===== src/rtl/wave_pkg.sv =====
// wave_pkg: register map, CTRL bit positions and FSM encoding shared by
// the wave_meas top level.
package wave_pkg;

    localparam int DATA_W = 32;

    // Register offsets (word index taken from addr[4:2])
    localparam logic [2:0] REG_CTRL    = 3'd0;
    localparam logic [2:0] REG_HIGH    = 3'd1;
    localparam logic [2:0] REG_LOW     = 3'd2;
    localparam logic [2:0] REG_PERIOD  = 3'd3;
    localparam logic [2:0] REG_EDGES   = 3'd4;
    localparam logic [2:0] REG_TMO     = 3'd5;
    localparam logic [2:0] REG_AMP_MIN = 3'd6;
    localparam logic [2:0] REG_AMP_MAX = 3'd7;

    // CTRL write bits
    localparam int CTRL_START_BIT = 0;
    localparam int CTRL_CLEAR_BIT = 1;

    typedef enum logic [2:0] {
        ST_IDLE    = 3'd0,
        ST_ARM     = 3'd1,
        ST_HIGH    = 3'd2,
        ST_LOW     = 3'd3,
        ST_DONE    = 3'd4,
        ST_TIMEOUT = 3'd5
    } state_e;

endpackage


===== src/rtl/wave_meas_edge_sync.sv =====
// edge_sync: two-flop synchronizer for the timed wave bit followed by a
// registered rise/fall pulse detector. A pin change shows up as a
// one-cycle pulse three clocks later.
module edge_sync (
    input  logic clk,
    input  logic resetn,
    input  logic d_i,
    output logic rise_o,
    output logic fall_o
);

    logic s1_q;
    logic s2_q;
    logic s3_q;
    logic rise_q;
    logic fall_q;

    // Synchronizer chain plus registered edge pulses
    always_ff @(posedge clk or negedge resetn) begin
        if (!resetn) begin
            s1_q   <= 1'b0;
            s2_q   <= 1'b0;
            s3_q   <= 1'b0;
            rise_q <= 1'b0;
            fall_q <= 1'b0;
        end else begin
            s1_q   <= d_i;
            s2_q   <= s1_q;
            s3_q   <= s2_q;
            rise_q <= s2_q & ~s3_q;
            fall_q <= ~s2_q & s3_q;
        end
    end

    assign rise_o = rise_q;
    assign fall_o = fall_q;

endmodule


===== src/rtl/wave_meas.sv =====
// wave_meas: measures one high/low period of wave_in[0] after a start
// command and reports HIGH, LOW, PERIOD and EDGES through a small
// register interface, with optional timeout.
// Define WAVE_MEAS_AMP_EN to also track min/max of the full wave_in word.
module wave_meas
    import wave_pkg::*;
(
    input  logic        clk,
    input  logic        resetn,
    input  logic [3:0]  wstrb,
    input  logic [31:0] addr,
    input  logic [31:0] wdata,
    output logic [31:0] rdata,
    input  logic [31:0] wave_in,
    output logic        irq
);

    function automatic logic [DATA_W-1:0] sat_inc(input logic [DATA_W-1:0] v);
        return (v == '1) ? v : v + DATA_W'(1);
    endfunction

    function automatic logic [DATA_W-1:0] sat_add(input logic [DATA_W-1:0] a,
                                                  input logic [DATA_W-1:0] b);
        logic [DATA_W:0] s;
        s = {1'b0, a} + {1'b0, b};
        return s[DATA_W] ? '1 : s[DATA_W-1:0];
    endfunction

    state_e state_q, state_d;
    logic [DATA_W-1:0] high_q, high_d;
    logic [DATA_W-1:0] low_q, low_d;
    logic [DATA_W-1:0] period_q, period_d;
    logic [DATA_W-1:0] edges_q, edges_d;
    logic [DATA_W-1:0] tmo_cnt_q, tmo_cnt_d;
    logic [DATA_W-1:0] tmo_lim_q, tmo_lim_d;
    logic [DATA_W-1:0] tmo_next;
    logic [DATA_W-1:0] amp_min;
    logic [DATA_W-1:0] amp_max;

    logic [2:0] reg_sel;
    logic       wr_en;
    logic       ctrl_wr;
    logic       start;
    logic       clear;
    logic       rise;
    logic       fall;
    logic       busy;
    logic       st_done;
    logic       st_timeout;
    logic       tmo_hit;
    logic       bus_unused;

    assign reg_sel    = addr[4:2];
    assign bus_unused = ^{addr[31:5], addr[1:0]};
    assign wr_en      = |wstrb;
    assign ctrl_wr    = wr_en && (reg_sel == REG_CTRL);
    // Clear takes priority: a start bit written together with clear is dropped.
    assign clear      = ctrl_wr && wdata[CTRL_CLEAR_BIT];
    assign start      = ctrl_wr && wdata[CTRL_START_BIT] && !wdata[CTRL_CLEAR_BIT];

    assign busy       = (state_q == ST_ARM) || (state_q == ST_HIGH) || (state_q == ST_LOW);
    assign st_done    = (state_q == ST_DONE);
    assign st_timeout = (state_q == ST_TIMEOUT);
    assign irq        = st_done | st_timeout;

    // Timeout fires on the cycle the elapsed count reaches the limit.
    assign tmo_next   = sat_inc(tmo_cnt_q);
    assign tmo_hit    = busy && (tmo_lim_q != '0) && (tmo_next >= tmo_lim_q);

    edge_sync u_edge_sync (
        .clk    (clk),
        .resetn (resetn),
        .d_i    (wave_in[0]),
        .rise_o (rise),
        .fall_o (fall)
    );

    // Next-state and counter update logic
    always_comb begin
        state_d   = state_q;
        high_d    = high_q;
        low_d     = low_q;
        period_d  = period_q;
        edges_d   = edges_q;
        tmo_cnt_d = tmo_cnt_q;
        tmo_lim_d = tmo_lim_q;

        if (wr_en && (reg_sel == REG_TMO)) begin
            tmo_lim_d = wdata;
        end

        if (clear) begin
            state_d   = ST_IDLE;
            high_d    = '0;
            low_d     = '0;
            period_d  = '0;
            edges_d   = '0;
            tmo_cnt_d = '0;
        end else if (start) begin
            state_d   = ST_ARM;
            high_d    = '0;
            low_d     = '0;
            period_d  = '0;
            edges_d   = '0;
            tmo_cnt_d = '0;
        end else if (busy) begin
            tmo_cnt_d = tmo_next;
            if (rise || fall) begin
                edges_d = sat_inc(edges_q);
            end
            if (state_q == ST_HIGH) begin
                high_d = sat_inc(high_q);
            end
            if (state_q == ST_LOW) begin
                low_d = sat_inc(low_q);
            end
            if (tmo_hit) begin
                state_d = ST_TIMEOUT;
            end else begin
                case (state_q)
                    ST_ARM:  if (rise) state_d = ST_HIGH;
                    ST_HIGH: if (fall) state_d = ST_LOW;
                    ST_LOW: begin
                        if (rise) begin
                            state_d  = ST_DONE;
                            period_d = sat_add(high_q, sat_inc(low_q));
                        end
                    end
                    default: ;
                endcase
            end
        end
    end

    // State and result registers
    always_ff @(posedge clk or negedge resetn) begin
        if (!resetn) begin
            state_q   <= ST_IDLE;
            high_q    <= '0;
            low_q     <= '0;
            period_q  <= '0;
            edges_q   <= '0;
            tmo_cnt_q <= '0;
            tmo_lim_q <= '0;
        end else begin
            state_q   <= state_d;
            high_q    <= high_d;
            low_q     <= low_d;
            period_q  <= period_d;
            edges_q   <= edges_d;
            tmo_cnt_q <= tmo_cnt_d;
            tmo_lim_q <= tmo_lim_d;
        end
    end

`ifdef WAVE_MEAS_AMP_EN
    logic [DATA_W-1:0] amp_min_q, amp_min_d;
    logic [DATA_W-1:0] amp_max_q, amp_max_d;

    // Running min/max of the full wave word while a period is being timed
    always_comb begin
        amp_min_d = amp_min_q;
        amp_max_d = amp_max_q;
        if (clear) begin
            amp_min_d = '0;
            amp_max_d = '0;
        end else if (start) begin
            amp_min_d = '1;
            amp_max_d = '0;
        end else if ((state_q == ST_HIGH) || (state_q == ST_LOW)) begin
            if (wave_in < amp_min_q) amp_min_d = wave_in;
            if (wave_in > amp_max_q) amp_max_d = wave_in;
        end
    end

    // Amplitude registers
    always_ff @(posedge clk or negedge resetn) begin
        if (!resetn) begin
            amp_min_q <= '0;
            amp_max_q <= '0;
        end else begin
            amp_min_q <= amp_min_d;
            amp_max_q <= amp_max_d;
        end
    end

    assign amp_min = amp_min_q;
    assign amp_max = amp_max_q;
`else
    logic wave_unused;
    assign wave_unused = ^wave_in[31:1];
    assign amp_min     = '0;
    assign amp_max     = '0;
`endif

    // Combinational register read mux
    always_comb begin
        rdata = '0;
        case (reg_sel)
            REG_CTRL:    rdata = {29'b0, st_timeout, st_done, busy};
            REG_HIGH:    rdata = high_q;
            REG_LOW:     rdata = low_q;
            REG_PERIOD:  rdata = period_q;
            REG_EDGES:   rdata = edges_q;
            REG_TMO:     rdata = tmo_lim_q;
            REG_AMP_MIN: rdata = amp_min;
            REG_AMP_MAX: rdata = amp_max;
            default:     rdata = '0;
        endcase
    end

endmodule


===== config.mk =====
export PLATFORM = sky130hd
export DESIGN_NAME = wave_meas
export DESIGN_NICKNAME = d
export VERILOG_FILES = /design/src/rtl/wave_pkg.sv /design/src/rtl/wave_meas_edge_sync.sv /design/src/rtl/wave_meas.sv
export SDC_FILE = /design/constraint.sdc
export NUM_CORES = 1
export LEC_CHECK = 0
export BUFFER_PORTS_ARGS = -buffer_cell sky130_fd_sc_hd__buf_4
export CAP_MARGIN = 20
export CORE_MARGIN = 5
export CORE_UTILIZATION = 43
export CTS_CLUSTER_SIZE = 16
export DETAILED_ROUTE_END_ITERATION = 10
export GPL_TIMING_DRIVEN = 1
export PLACE_DENSITY = 0.69
export SETUP_SLACK_MARGIN = 0.4
export SLEW_MARGIN = 20
export SYNTH_ARGS = -nofsm -noshare
export SYNTH_HDL_FRONTEND = slang
export SYNTH_SLANG_ARGS = --single-unit

===== constraint.sdc =====
create_clock -name clk -period 4.5 [get_ports clk]
set_clock_uncertainty 0.1 [all_clocks]
set_input_delay 0.45 -clock clk [delete_from_list [all_inputs] [get_ports clk]]
set_output_delay 0.45 -clock clk [all_outputs]
set_load 0.01 [all_outputs]

After elaboration in Yosys (flattened, before gate mapping)
Cells that the tools add are included.
{ "totals": {"romBits": 0, "ram_bits": 0, "out_inout_bits": 33, "latchBits": 0, "ff_bits": 200, "word_cells": 106, "memories": 0} }
{ "classes": {"shift": 0, "n_mux": 35, "div_mod_pow": 0, "add_sub_neg": 5, "bitwise_logic": 5, "eq_ne": 22, "reduce_logical": 26, "mul": 0, "n_lt_le_gt_ge": 1} }
{ "op_table": {"columns": ["operator", "count"], "rows": [
  ["two-way mux 32 bit", 26],
  ["one-hot mux 32 bit (7 select lines)", 1],
  ["adder 32 x 1 -> 32 bit (second input constant)", 4],
  ["== test 32 bit (second input constant)", 4],
  ["adder 32 x 32 -> 33 bit", 1],
  ["greater-or-equal comparator 32 bit", 1],
  ["nonzero test 32 bit", 1],
  ["two-way mux 3 bit", 7],
  ["== test 3 bit (second input constant)", 6],
  ["!= test 5 x 4 -> 1 bit (second input constant)", 3],
  ["nonzero test 3 bit", 5],
  ["== test 3 x 2 -> 1 bit (second input constant)", 4],
  ["!= test 3 bit (second input constant)", 3],
  ["one-hot mux 3 bit (3 select lines)", 1],
  ["logical AND 1 bit", 7],
  ["== test 3 x 1 -> 1 bit (second input constant)", 2],
  ["AND reduction 3 bit", 2],
  ["nonzero test 6 bit", 1],
  ["AND reduction 5 bit", 1],
  ["AND reduction 4 bit", 1],
  ["OR reduction 4 bit", 1],
  ["logical NOT 3 bit", 1],
  ["logical OR 1 bit", 3],
  ["bitwise AND 1 bit", 2],
  ["5 further kinds", 6]
]} }

Depth between registers and ports, before layout
{ "logic_depth": {"word_depth": 10, "depth_mapped": 21} }

Modules after synthesis
A second synthesis with hierarchy kept.
{ "unflattened": {"cells_unflattened": 1609, "area_unflattened_um2": 13778.2} }
{ "by_module_without_submodules": {"columns": ["module", "n_inst", "cells_each", "area_per_inst_um2", "seq_area_each_um2"], "rows": [
  ["wave_meas", 1, 1602, 13638.1, 4879.7],
  ["edge_sync", 1, 7, 140.1, 125.1]
]} }

Worst setup path after synthesis
Ideal clock, no wire load.
{ "synth_path": {"path_type": "reg2reg", "from": "register low_q[3]", "to": "register period_q[10]", "t_required_ns": 4.279, "path_slack_ns": -0.436, "arrival_ns": 4.715, "stages_incl_launch_ff": 21, "setup_time_ns": 0.121, "path_cell_list": "dfrtp_1 -> clkbuf_1 -> and4_1 -> nand4_1 -> nor4_2 -> nand3_1 -> a21oi_1 -> nand2_1 -> buf_2 -> xnor2_1 -> ha_1 -> a211oi_1 -> o211ai_1 -> a41o_1 -> or3_1 -> o221ai_1 -> a311oi_1 -> o22ai_1 -> clkbuf_1 -> nand2_1 -> a22o_1"} }
{ "synth_between": {"elab_chain_len": 10} }
{ "synth_lines": {"columns": ["item", "line", "text"], "rows": [
  ["start: declaration", "wave_meas.sv:31", "logic [DATA_W-1:0] low_q, low_d;"],
  ["start signal: assignment", "wave_meas.sv:148", "low_q <= low_d;"],
  ["adder 32 x 1 -> 32 bit / == test 32 bit (equally long branches)", "wave_meas.sv:19", "return (v == '1) ? v : v + DATA_W'(1);"],
  ["two-way mux 32 bit *", "wave_meas.sv:19", null],
  ["adder 32 x 32 -> 33 bit *", "wave_meas.sv:25", "s = {1'b0, a} + {1'b0, b};"],
  ["two-way mux 32 bit *", "wave_meas.sv:26", "return s[DATA_W] ? '1 : s[DATA_W-1:0];"],
  ["two-way mux 32 bit *", "wave_meas.sv:124", "if (rise) begin"],
  ["two-way mux 32 bit *", "wave_meas.sv:120", "case (state_q)"],
  ["two-way mux 32 bit *", "wave_meas.sv:117", "if (tmo_hit) begin"],
  ["two-way mux 32 bit *", "wave_meas.sv:106", "end else if (busy) begin"],
  ["two-way mux 32 bit *", "wave_meas.sv:99", "end else if (start) begin"],
  ["two-way mux 32 bit *", "wave_meas.sv:92", "if (clear) begin"],
  ["end signal: assignment", "wave_meas.sv:149", "period_q <= period_d;"],
  ["end: declaration", "wave_meas.sv:32", "logic [DATA_W-1:0] period_q, period_d;"]
]} }
Every way passes the cells marked *; elsewhere a longest branch is shown, timed or not. The select of a mux whose other input is x is not followed.
A chain may end at the register's enable or synchronous reset.

Worst setup path in the final report
{ "layout_path": {"from": "register tmo_cnt_q[1]", "to": "register period_q[15]"} }
{ "layout_between": {"elab_chain_len": 6} }
{ "layout_lines": {"columns": ["item", "line", "text"], "rows": [
  ["start: declaration", "wave_meas.sv:34", "logic [DATA_W-1:0] tmo_cnt_q, tmo_cnt_d;"],
  ["start signal: assignment", "wave_meas.sv:151", "tmo_cnt_q <= tmo_cnt_d;"],
  ["adder 32 x 1 -> 32 bit / == test 32 bit (equally long branches)", "wave_meas.sv:19", null],
  ["two-way mux 32 bit *", "wave_meas.sv:19", null],
  ["greater-or-equal comparator 32 bit *", "wave_meas.sv:68", "assign tmo_hit = busy && (tmo_lim_q != '0) && (tmo_next >= tmo_lim_q);"],
  ["logical AND 1 bit *", "wave_meas.sv:68", null],
  ["!= test 3 bit (no source line) *", null, null],
  ["AND reduction 4 bit (no source line) *", null, null]
]} }
Every way passes the cells marked *; elsewhere a longest branch is shown, timed or not.

==> impl_metrics.ini <==
[yosys]
synth_fp_nets = 1709
yosysTopAreaCell = dfrtp_1
syn_avg_cell_area_um2 = 8.81
synth_ff_type = dfrtp_1
ys_seq_area_frac = 0.369
synth_most_common_cell = dfrtp_1
ys_types = 62
synthCells = 1538
synth_area_leaders = dfrtp_1, xor2_1, ha_1, xnor2_1, nor2_1
async_flop_share = 1.00
synthTopCellsByCount = dfrtp_1, nor2_1, nand2_1
synth-edff-count = 0
syn-cell-area_mm2 = 0.0135
yosysTopAreaCellShare = 0.369
ys_warn_count = 0
ys_seq_elements = 200

[routing]
wl_per_cell_um = 19.4
vias_per_cell = 5.77
vias = 12300
dr.pass1.iters = 5
ant_nets = 0
first_iter_violations = 956
remaining_drc_errors = 0
wl_um = 41300

[critical_path]
path_cells = ha_4 -> nand3_4 -> or4_4 -> a311oi_2 -> and3_4 -> nand3_4 -> or3_4 -> xnor2_2 -> ha_1 -> nand4_1 -> nor3_2 -> nand2_1 -> a311o_1 -> a31oi_4 -> nor4_4 -> buf_12 -> a221o_1
critical_path_required_ns = 4.74
crit_top_cell = nand3_4
arrival_ns = 4.82
cp_max_fo = 30
reg2regPathDepth = 17
critPathBufInv = 1
cp_slowest_cell = or4_4
cpPeakStageDelay_ns = 0.54
crit_start = tmo_cnt_q[1]
critPathLaunchType = flop
path_delay_family = simple AND/OR/NAND/NOR gates
worstSetupPathType = flop to flop
critical_path_depth = 17
critPathCaptureType = flop
r2r_start = tmo_cnt_q[1]

[power]
peakVddDrop_v = 0.000289
pwr_density_cell_mw_per_mm2 = 299
p_leak_nw = 7.92

[grt]
grt_max_degree = 121
grt_use_total = 0.231
grt_pass1_vias = 12000
grt_antenna_before_repair = 1
grt_pass1_wl_um = 65700
overflow = 0

[layout]
area_growth_syn_to_layout_pct = 21.5
utilization = 0.526
layout-drive-gt1-share = 0.202
fillers = 2867
diodes = 0
final_nets = 1888

[floorplanning]
die_height_um = 188
fp.dieArea_mm2 = 0.0352
ioPinCount = 135
core_region_area_mm2 = 0.0313
die_x_um = 188
start_util = 0.433
rows = 65

[timing]
post-route-min-period_ns = 4.58
setup_violations = 32
postLayoutSetupSlackWorst_ns = -0.0791
whs_ns = 0.121
hold_violations = 0
slew_headroom = 0.384
max_freq_mhz = 218
period_share = 1.02
rsz0062_at_grt = true
maxSlewViolCount = 0
tightest_slew_ns = 0.925

[clock_network]
clkTransAtPathRegs_ns = 0.08
cts_tree = yes
cts.sinks = 200
numCtsBuffers = 17
insertion_delay_ns = 0.46
clock_path_buffers = 2
clockRootBuffer = clkbuf_16
cts-htree-levels = 4

[min_path]
min_from = wdata[7]
hold_path_class = input pin to flop
whs_path_depth = 2

[placed_design]
gp_congestion = 0.984
dp_hpwl_um = 31700
port_buffers = 74

[outcome]
violations = setup timing
outcome = finished with violations

[run]
cap_violations = 0
## state kept, by name, indices dropped and copies added, names as in the netlist
register and count:
tmo_lim_q 32, u_edge_sync.s3_q 1, high_q 32, state_q 3, edges_q 32, tmo_cnt_q 32
u_edge_sync.fall_o 1, u_edge_sync.rise_o 1, u_edge_sync.s2_q 1, u_edge_sync.s1_q 1, low_q 32, period_q 32
## worst register-to-register path, cell delays in order (launching register included)
cell and delay (ns):
dfrtp_1 0.39, ha_4 0.17, nand3_4 0.08, or4_4 0.54, a311oi_2 0.25, and3_4 0.25, nand3_4 0.08, or3_4 0.42
xnor2_2 0.14, ha_1 0.31, nand4_1 0.13, nor3_2 0.26, nand2_1 0.12, a311o_1 0.33, a31oi_4 0.28, nor4_4 0.11
buf_12 0.22, a221o_1 0.30
## final timing paths
check | to | slack, ns
worst max register to register | period_q[15] | -0.08
worst min register to register | u_edge_sync.s2_q | 0.26
max in group asynchronous | high_q[21] | 3.09
worst min-delay path | tmo_lim_q[7] | 0.12
min in group asynchronous | low_q[5] | 0.42
worst max-delay path | period_q[15] | -0.08
## cells by family (layout without fill, tap and decap cells)
family          after synthesis  after routing  share of synthesized area
xor+xnor                    181            181                      0.117
compound gates              293            293                      0.145
fa+ha+maj                    69             69                     0.0643
flops                       200            200                      0.369
buf+inv                     126            316                     0.0356
mux                          69             69                     0.0544
simple gates                600            600                      0.215
## metrics by stage
| step | cells | setup TNS, ns | cell area [µm²] | power (mW) | worst slack (ns) |
|---|---|---|---|---|---|
| final | 2130 | -1.56 | 16500 | 4.93 | -0.0791 |
| after global routing | 2130 | -7.51 | 16500 | 5.15 | -0.251 |
| after CTS | 2125 | -0.745 | 16300 | 4.91 | -0.0565 |
| after detailed placement | 2082 | -3.97 | 15500 | 3.26 | -0.203 |
| after global placement | 2082 | -0.454 | 15500 | 3.23 | -0.0892 |
| after floorplan | 1538 | 0 | 13700 | 2.74 | 0.0535 |
## placed cells by master (no fill, tap or decap), drive strengths merged, types with 23 or more instances in the layout
cell type | netlist | final
xor2 | 98 | 98
dfrtp | 200 | 200
nor2 | 172 | 172
or3 | 32 | 32
nand4 | 43 | 43
inv | 55 | 57
xnor2 | 83 | 83
a221o | 36 | 36
mux2 | 37 | 37
buf | 9 | 228
nand3 | 65 | 65
and3 | 23 | 23
a22o | 25 | 25
nor3 | 33 | 33
mux2i | 32 | 32
nand2 | 155 | 155
ha | 68 | 68
a21oi | 75 | 75
o21ai | 82 | 82
## per-layer routing
metal	GRT usage	vias up	routed length [µm]
li1	-	5834	-
met1	0.309	5966	18000
met2	0.370	400	19000
met3	0.0430	97	2480
met4	0.0982	2	1800
met5	0	-	20
## power breakdown
part           leakage (nW)  internal (mW)  switching, mW
clock network         0.292          0.890          0.722
registers              2.70           1.93          0.277
logic                  4.93          0.495          0.610
## repair_timing
| item | in CTS | in global routing |
|---|---|---|
| endpoints found under the hold margin | 1 | 45 |
| hold buffers | 1 | 1 |
| pin swaps | 7 | 4 |
| gates cloned | 0 | 0 |
| endpoints found under the setup margin | 35 | 35 |
| gates resized for setup | 26 | 12 |
| setup buffers | 12 | 3 |
## final cells by class
class / instances / area [µm²] / share of cell area
Clock buffer: 20 / 447 / 0.0271
Clock inverter: 10 / 146 / 0.00890
Inverter: 55 / 206 / 0.0125
Multi-Input combinational cell: 1212 / 8320 / 0.506
Sequential cell: 200 / 5000 / 0.304
Tap cell: 402 / 503 / 0.0306
Timing Repair Buffer: 231 / 1830 / 0.111
No activity file was read; power rests on OpenSTA's default activity.
